**src/rtl/mem_arbiter_pkg.sv**
```systemverilog
// Shared encodings and widths for the I/D-cache memory arbiter.
//   - state_t   : arbiter FSM states (IDLE, GNT_I, GNT_D)
//   - GNT_*     : encodings of the grant debug output
//   - MEM_*     : default block address and data widths
package mem_arbiter_pkg;

    localparam int unsigned MEM_ADDR_WIDTH = 28;
    localparam int unsigned MEM_DATA_WIDTH = 128;

    typedef enum logic [1:0] {
        S_IDLE  = 2'd0,
        S_GNT_I = 2'd1,
        S_GNT_D = 2'd2
    } state_t;

    localparam logic [1:0] GNT_NONE = 2'b00;
    localparam logic [1:0] GNT_I    = 2'b01;
    localparam logic [1:0] GNT_D    = 2'b10;

endpackage

```
**src/rtl/arb_rr2.sv**
```systemverilog
// Two-way pick between I-cache and D-cache with the last-grant history.
// Ports:
//   clk, rst          clock, synchronous active-high reset
//   i_req_i, i_req_d  requester is asking for the memory port
//   i_accept          the FSM takes the current pick this cycle
//   o_pick_i_c        combinational: I wins the current pick
//   o_pick_d_c        combinational: D wins the current pick
module arb_rr2 #(
    parameter int unsigned FIXED_PRIORITY = 0
) (
    input  logic clk,
    input  logic rst,
    input  logic i_req_i,
    input  logic i_req_d,
    input  logic i_accept,
    output logic o_pick_i_c,
    output logic o_pick_d_c
);

    // 1 = D was granted last; reset to D so the first tie goes to I.
    logic r_last_d;

    // Pick: single requester wins outright; a tie goes to D (fixed) or to
    // whichever side did not win last time (round-robin).
    always_comb begin
        o_pick_i_c = 1'b0;
        o_pick_d_c = 1'b0;
        if (i_req_i && i_req_d) begin
            if ((FIXED_PRIORITY != 0) || !r_last_d) begin
                o_pick_d_c = 1'b1;
            end else begin
                o_pick_i_c = 1'b1;
            end
        end else begin
            o_pick_i_c = i_req_i;
            o_pick_d_c = i_req_d;
        end
    end

    // History only moves when a grant is actually taken.
    always_ff @(posedge clk) begin
        if (rst) begin
            r_last_d <= 1'b1;
        end else if (i_accept) begin
            r_last_d <= o_pick_d_c;
        end
    end

endmodule

```
**src/rtl/mem_arbiter.sv**
```systemverilog
// Shares one main-memory block port between the I-cache and the D-cache.
// One transaction in flight; the owner is locked from acceptance until
// mem_ready or until the owner drops its request (abort).
// Ports:
//   clk, rst                      clock, synchronous active-high reset
//   i_mem_* / d_mem_*             cache-side request/response per requester
//   mem_read/write/addr/wdata     downstream request (muxed from the owner)
//   mem_rdata, mem_ready          downstream response
//   grant                         current owner: 00 none, 01 I, 10 D
module mem_arbiter
    import mem_arbiter_pkg::*;
#(
    parameter int unsigned ADDR_WIDTH     = MEM_ADDR_WIDTH,
    parameter int unsigned DATA_WIDTH     = MEM_DATA_WIDTH,
    parameter int unsigned FIXED_PRIORITY = 0
) (
    input  logic                  clk,
    input  logic                  rst,
    input  logic                  i_mem_read,
    input  logic                  i_mem_write,
    input  logic [ADDR_WIDTH-1:0] i_mem_addr,
    input  logic [DATA_WIDTH-1:0] i_mem_wdata,
    output logic [DATA_WIDTH-1:0] i_mem_rdata,
    output logic                  i_mem_ready,
    input  logic                  d_mem_read,
    input  logic                  d_mem_write,
    input  logic [ADDR_WIDTH-1:0] d_mem_addr,
    input  logic [DATA_WIDTH-1:0] d_mem_wdata,
    output logic [DATA_WIDTH-1:0] d_mem_rdata,
    output logic                  d_mem_ready,
    output logic                  mem_read,
    output logic                  mem_write,
    output logic [ADDR_WIDTH-1:0] mem_addr,
    output logic [DATA_WIDTH-1:0] mem_wdata,
    input  logic [DATA_WIDTH-1:0] mem_rdata,
    input  logic                  mem_ready,
    output logic [1:0]            grant
);

    state_t     r_state;
    logic [1:0] r_grant;

    logic w_req_i;
    logic w_req_d;
    logic w_pick_i;
    logic w_pick_d;
    logic w_accept;

    assign w_req_i  = i_mem_read | i_mem_write;
    assign w_req_d  = d_mem_read | d_mem_write;
    assign w_accept = (r_state == S_IDLE) && (w_pick_i || w_pick_d);

    arb_rr2 #(
        .FIXED_PRIORITY (FIXED_PRIORITY)
    ) u_arb (
        .clk        (clk),
        .rst        (rst),
        .i_req_i    (w_req_i),
        .i_req_d    (w_req_d),
        .i_accept   (w_accept),
        .o_pick_i_c (w_pick_i),
        .o_pick_d_c (w_pick_d)
    );

    // Ownership FSM; mem_ready is only meaningful while a grant is held.
    always_ff @(posedge clk) begin
        if (rst) begin
            r_state <= S_IDLE;
            r_grant <= GNT_NONE;
        end else begin
            case (r_state)
                S_IDLE: begin
                    if (w_pick_i) begin
                        r_state <= S_GNT_I;
                        r_grant <= GNT_I;
                    end else if (w_pick_d) begin
                        r_state <= S_GNT_D;
                        r_grant <= GNT_D;
                    end
                end
                S_GNT_I: begin
                    if (mem_ready || !w_req_i) begin
                        r_state <= S_IDLE;
                        r_grant <= GNT_NONE;
                    end
                end
                S_GNT_D: begin
                    if (mem_ready || !w_req_d) begin
                        r_state <= S_IDLE;
                        r_grant <= GNT_NONE;
                    end
                end
                default: begin
                    r_state <= S_IDLE;
                    r_grant <= GNT_NONE;
                end
            endcase
        end
    end

    // Downstream mux follows the owner combinationally, so an owner that
    // drops its request stops the memory request in the same cycle.
    always_comb begin
        mem_read    = 1'b0;
        mem_write   = 1'b0;
        mem_addr    = '0;
        mem_wdata   = '0;
        i_mem_ready = 1'b0;
        d_mem_ready = 1'b0;
        case (r_state)
            S_GNT_I: begin
                mem_read    = i_mem_read;
                mem_write   = i_mem_write;
                mem_addr    = i_mem_addr;
                mem_wdata   = i_mem_wdata;
                i_mem_ready = mem_ready;
            end
            S_GNT_D: begin
                mem_read    = d_mem_read;
                mem_write   = d_mem_write;
                mem_addr    = d_mem_addr;
                mem_wdata   = d_mem_wdata;
                d_mem_ready = mem_ready;
            end
            default: begin
            end
        endcase
    end

    // Read data is broadcast; each cache qualifies it with its own ready.
    assign i_mem_rdata = mem_rdata;
    assign d_mem_rdata = mem_rdata;
    assign grant       = r_grant;

endmodule

```
**config.mk**
```make
export PLATFORM = sky130hd
export DESIGN_NAME = mem_arbiter
export DESIGN_NICKNAME = d
export VERILOG_FILES = /design/src/rtl/mem_arbiter_pkg.sv /design/src/rtl/arb_rr2.sv /design/src/rtl/mem_arbiter.sv
export SDC_FILE = /design/constraint.sdc
export NUM_CORES = 1
export LEC_CHECK = 0
export ABC_AREA = 1
export BUFFER_PORTS_ARGS = -buffer_cell sky130_fd_sc_hd__buf_2
export CORE_AREA = 2 2 341 343
export CTS_CLUSTER_DIAMETER = 40
export DETAILED_ROUTE_END_ITERATION = 6
export DIE_AREA = 0 0 343 345
export GPL_ROUTABILITY_DRIVEN = 1
export MAX_ROUTING_LAYER = met4
export PLACE_DENSITY = 0.3
export SYNTH_ARGS = -nofsm -noshare
export SYNTH_HDL_FRONTEND = slang
export SYNTH_SLANG_ARGS = --single-unit
```
**constraint.sdc**
```tcl
create_clock -name clk -period 2 [get_ports clk]
set_clock_uncertainty 0.15 [all_clocks]
set_input_delay 0.2 -clock clk [delete_from_list [all_inputs] [get_ports clk]]
set_output_delay 0.2 -clock clk [all_outputs]
set_load 0.02 [all_outputs]
```
# --- Yosys cells after proc, flatten, opt, wreduce, memory -nomap -nowiden ---
# Cells that the tools add are included.
word_totals:
  register_bits: 3
  output_inout_bits: 418
  elab_cells: 33
  input_bits: 447
op_classes:
  n_reduce_logical: 9
  muxes: 15
  bitwise_logic: 2
  eq_ne: 5
op_table:
  columns: ["op", "count"]
  rows:
  - ["$pmux 128 s2", 1]
  - ["$pmux 28 s2", 1]
  - ["$mux 2", 4]
  - ["$mux 1", 6]
  - ["$pmux 2 s3", 1]
  - ["$ne 2x2->1 const B", 2]
  - ["$pmux 1 s2", 2]
  - ["$logic_or 1x1->1", 3]
  - ["$ne 3x3->1 const B", 1]
  - ["$reduce_and 3->1", 1]
  - ["$eq 2x1->1 const B", 1]
  - ["$eq 2x2->1 const B", 1]
  - ["$logic_and 1x1->1", 2]
  - ["$logic_not 1->1", 2]
  - ["$logic_not 2->1", 1]
  - ["$or 1x1->1", 2]

# --- Longest topological paths before layout ---
depth:
  depth_word: 6
  ltp_mapped: 9
  depth_no_buf: 8

# --- By module ---
# A second synthesis with hierarchy kept.
unflattened:
  hier_cells: 826
  area_unflattened_um2: 4546.9
modules_own_cells:
  columns: ["mod", "seq_area_each_um2", "instances", "area_each_um2", "cells_per_inst"]
  rows:
  - ["mem_arbiter", 40.0, 1, 4488.1, 817]
  - ["arb_rr2", 20.0, 1, 58.8, 9]

# --- Least setup slack after synthesis ---
# No wires, ideal clock.
synth_path:
  path_kind: "flip-flop to output port"
  startpoint: "register grant[0] (netlist name)"
  endpoint: "output mem_wdata[36]"
  stages_incl_launch_ff: 7
  path_slack_ps: 68
  path_buffers: 2
  arrival_ps: 1582
  required_time_ps: 1650
  cell_sequence: "dfxtp_1 -> inv_1 -> ha_1 -> inv_2 -> buf_2 -> buf_2 -> a21oi_1"
synth_rtl:
  columns: ["element", "line", "source"]
  rows:
  - ["end, declared", "mem_arbiter.sv:34", "output logic [DATA_WIDTH-1:0] mem_wdata,"]

==> summary.txt <==
Run status
  – Status: finished with violations
  – Failing checks: setup timing

Routing
  – Total wire length: a little over 60 mm
  – WL/cell: 23.1 µm
  – Remaining DRCs: 0
  – Number of detailed-route iterations in the first pass: 4
  – DRT iter0 DRCs: 237
  – Vias/cell: 2.51
  – Routed via count: 6683
  – Antenna Nets Post-Route: 0

Clock network
  – CTS tree: done
  – Clk_lat worst skew: 0.22 ns
  – CTS root buffer: clkbuf_16
  – Clock transition at path regs: 0.03 ns
  – Number of buffers created by CTS: 3
  – H-tree levels: 1
  – Clk buf depth: 2
  – Num Clock Sinks: 3

Floorplan
  – CORE AREA: 0.115 mm²
  – FP Rows: 125
  – Initial Utilization: 4.03%
  – Die H: 345 µm
  – I/O pin count: approximately 870
  – Full die area: between 0.1 and 0.15 mm²
  – Die W: 343 µm

STA
  – Setup ws final: -0.190 ns
  – RSZ-0062 raised after global routing: yes
  – Slew HR: 79.1%
  – Final hold violation count: 0
  – Setup-failing EPs final: 158
  – Worst-Margin Slew: 0.313 ns
  – Final Cycle Share: 110%
  – Setup TNS: -12.92 ns
  – Max-slew violations: 0
  – Fin crit period: 2.19 ns
  – Fmax: 457 MHz
  – WHS: 0.00638 ns

Yosys
  – Syn_nets: between 1000 and 1500
  – Synth warn: 0
  – Cell Area, Synth: ~0.0046 mm²
  – Post-synthesis mux area share: 0%
  – Area leader, netlist: buf_4
  – Adder-cell share of the synthesized area: 0.809%
  – FF+latch count, synth: 3
  – Netlist cell types: 18
  – Area share of the largest cell type after synthesis: 43.4%
  – Synthesized area per cell: ~5.7 µm²
  – Simple-gate area share of the yosys netlist: between 20% and 30%
  – Synth Instances: 821
  – Main combinational cell family by area after synthesis: buffers and inverters
  – Compound-Gate Fraction of Synth Area: between 10% and 20%
  – Ranking of synthesized cells by area: buf_4 43%, nand2_1 26%, a21oi_1 16%, buf_6 4.1%, a21oi_2 2.6%
  – Register area share after synthesis: approximately 1.3%
  – Xor/xnor share of the synthesized area: 0%

GRT
  – Initial antenna violation count: 18
  – Overall Global Routing Usage: 9.79%
  – First-pass GRT wire length: 73.4 mm
  – Largest net degree at the start of global routing: 37
  – Grt total ovfl: 0
  – Vias in the first global route: between 6000 and 7000

Power
  – PwrDens: 1190 mW/mm²
  – Pleak: 0.00449 µW
  – Total power: 13700 µW
  – VDD IR max: 0.000739 V

Setup path
  – Critical Path RT: roughly 1.7 ns
  – Crit path cell chain: inv_2 > buf_6 > ha_4 > buf_12 > buf_12 > buf_12 > nand2_4 > a21oi_4 > buf_6
  – Max incr delay on CP: just over 0.3 ns
  – Crit path buf inv count: 6
  – Worst-path maximum fanout: 8
  – Crit. path cell count: 9
  – Worst setup SP type: flop
  – Critical Path AT: between 1.5 and 2 ns
  – Setup CP Type: flop to output port
  – Crit end category: output port
  – Path depth of the worst reg2reg path: 11
  – Most numerous cell on the critical path: buf_12
  – Worst path slowest cell: dfxtp_2
  – Cell family with most CP delay: buffers and inverters

Final layout
  – Final Non-Filler Cells: ~2700
  – Finished Cell Area: 0.0115 mm²
  – Final #Nets: around 1600
  – Share of cells above drive strength 1: 82.9%
  – P&R area growth vs syn: 148%

Placement
  – # port buffers: 480
  – Cell area after placement: around 0.0077 mm²
  – Detailed Place HPWL: ~49 mm
  – Placer congestion estimate: ~0.77
  – Placed Instances: 2575

Worst hold path
  – Worst hold-check path type: input port to flop
  – Hold-critical path depth: 2

Job
  – Max-cap violations: 0
==> layout make-up <==
class / count / area, µm²
timing repair buffer: 607 / 5490
clock buffer: 4 / 78.8
fill: 13554 / 104000
tap: 1524 / 1910
antenna: 11 / 27.5
multi-input combinational: 498 / 3910
inverter: 11 / 51.3
sequential: 3 / 62.6
==> layout by cell type (no fill, tap or decap), types with 21 or more instances in the layout <==
master,count
buf_4,72
buf_16,21
nand2_2,95
a21oi_2,92
nand2_1,163
a21oi_4,56
buf_12,45
nand2_4,67
buf_6,123
buf_2,322
==> cell usage after synthesis <==
| cell | instances |
|---|---|
| dfxtp_1 | 3 |
| clkbuf_1 | 3 |
| a21oi_2 | 14 |
| buf_2 | 18 |
| inv_2 | 1 |
| nand3_1 | 1 |
| nor2_1 | 1 |
| a21oi_1 | 147 |
| inv_1 | 10 |
| buf_6 | 17 |
| nand2_2 | 12 |
| buf_8 | 3 |
| ha_1 | 3 |
| nand4_1 | 1 |
| o21ai_0 | 2 |
| o211ai_1 | 1 |
| nand2_1 | 316 |
| buf_4 | 268 |
==> metrics by stage <==
stage               util [%]  worst slack, ns
floorplan                  -           0.0676
global placement        6.65           -0.662
detailed placement      6.65           -0.606
CTS                     8.87           -0.196
global route            10.0           -0.238
finish                  10.0           -0.190
==> repair_timing <==
action | in CTS | in global routing
gates resized for setup | 485 | 267
hold buffers | 0 | 0
setup endpoints to repair | 158 | 159
setup buffers | 41 | 11
cloned | 17 | 11
pin swaps | 95 | 83
==> metal layers <==
layer / track usage [%] / up-vias / part of all wire, %
met5: - / - / 0
met4: 2.46 / 0 / 2.7
met3: 3.01 / 126 / 9.3
met2: 14.6 / 514 / 44
met1: 12.8 / 3087 / 44
li1: - / 2956 / -
==> final timing paths <==
kind             startpoint              to  slack (ns)
max                grant[0]  mem_wdata[116]       -0.19
min                     rst        grant[0]       0.006
max reg2reg        grant[1]        grant[0]        0.14
min reg2reg  u_arb.r_last_d  u_arb.r_last_d        0.40
==> flip-flops by register name, summed over array words and instances, names as in the netlist <==
name	count
grant	2
u_arb.r_last_d	1
==> report_power, final <==
part	internal, µW	switching, µW
logic	5800	7520
registers	88.0	15.5
clock network	263	53.3
total	6150	7590
==> kinds of logic (layout without fill, tap and decap cells) <==
kind of cell	Yosys count	in the layout
compound gates	164	164
buf+inv	320	622
other cells	0	11
simple gates	331	331
flops	3	3
fa+ha+maj	3	3
==> worst reg2reg max path, delay by kind of cell (launching register included) <==
| kind | cells | cell delay, ns |
|---|---|---|
| AND/OR/NAND/NOR | 5 | 0.45 |
| flip-flops | 1 | 0.34 |
| AO/OA/AOI/OAI | 1 | 0.05 |
| buffers and inverters | 4 | 0.58 |
| adder cells (fa/ha/maj) | 1 | 0.18 |
(Power assumes the default switching activity.)
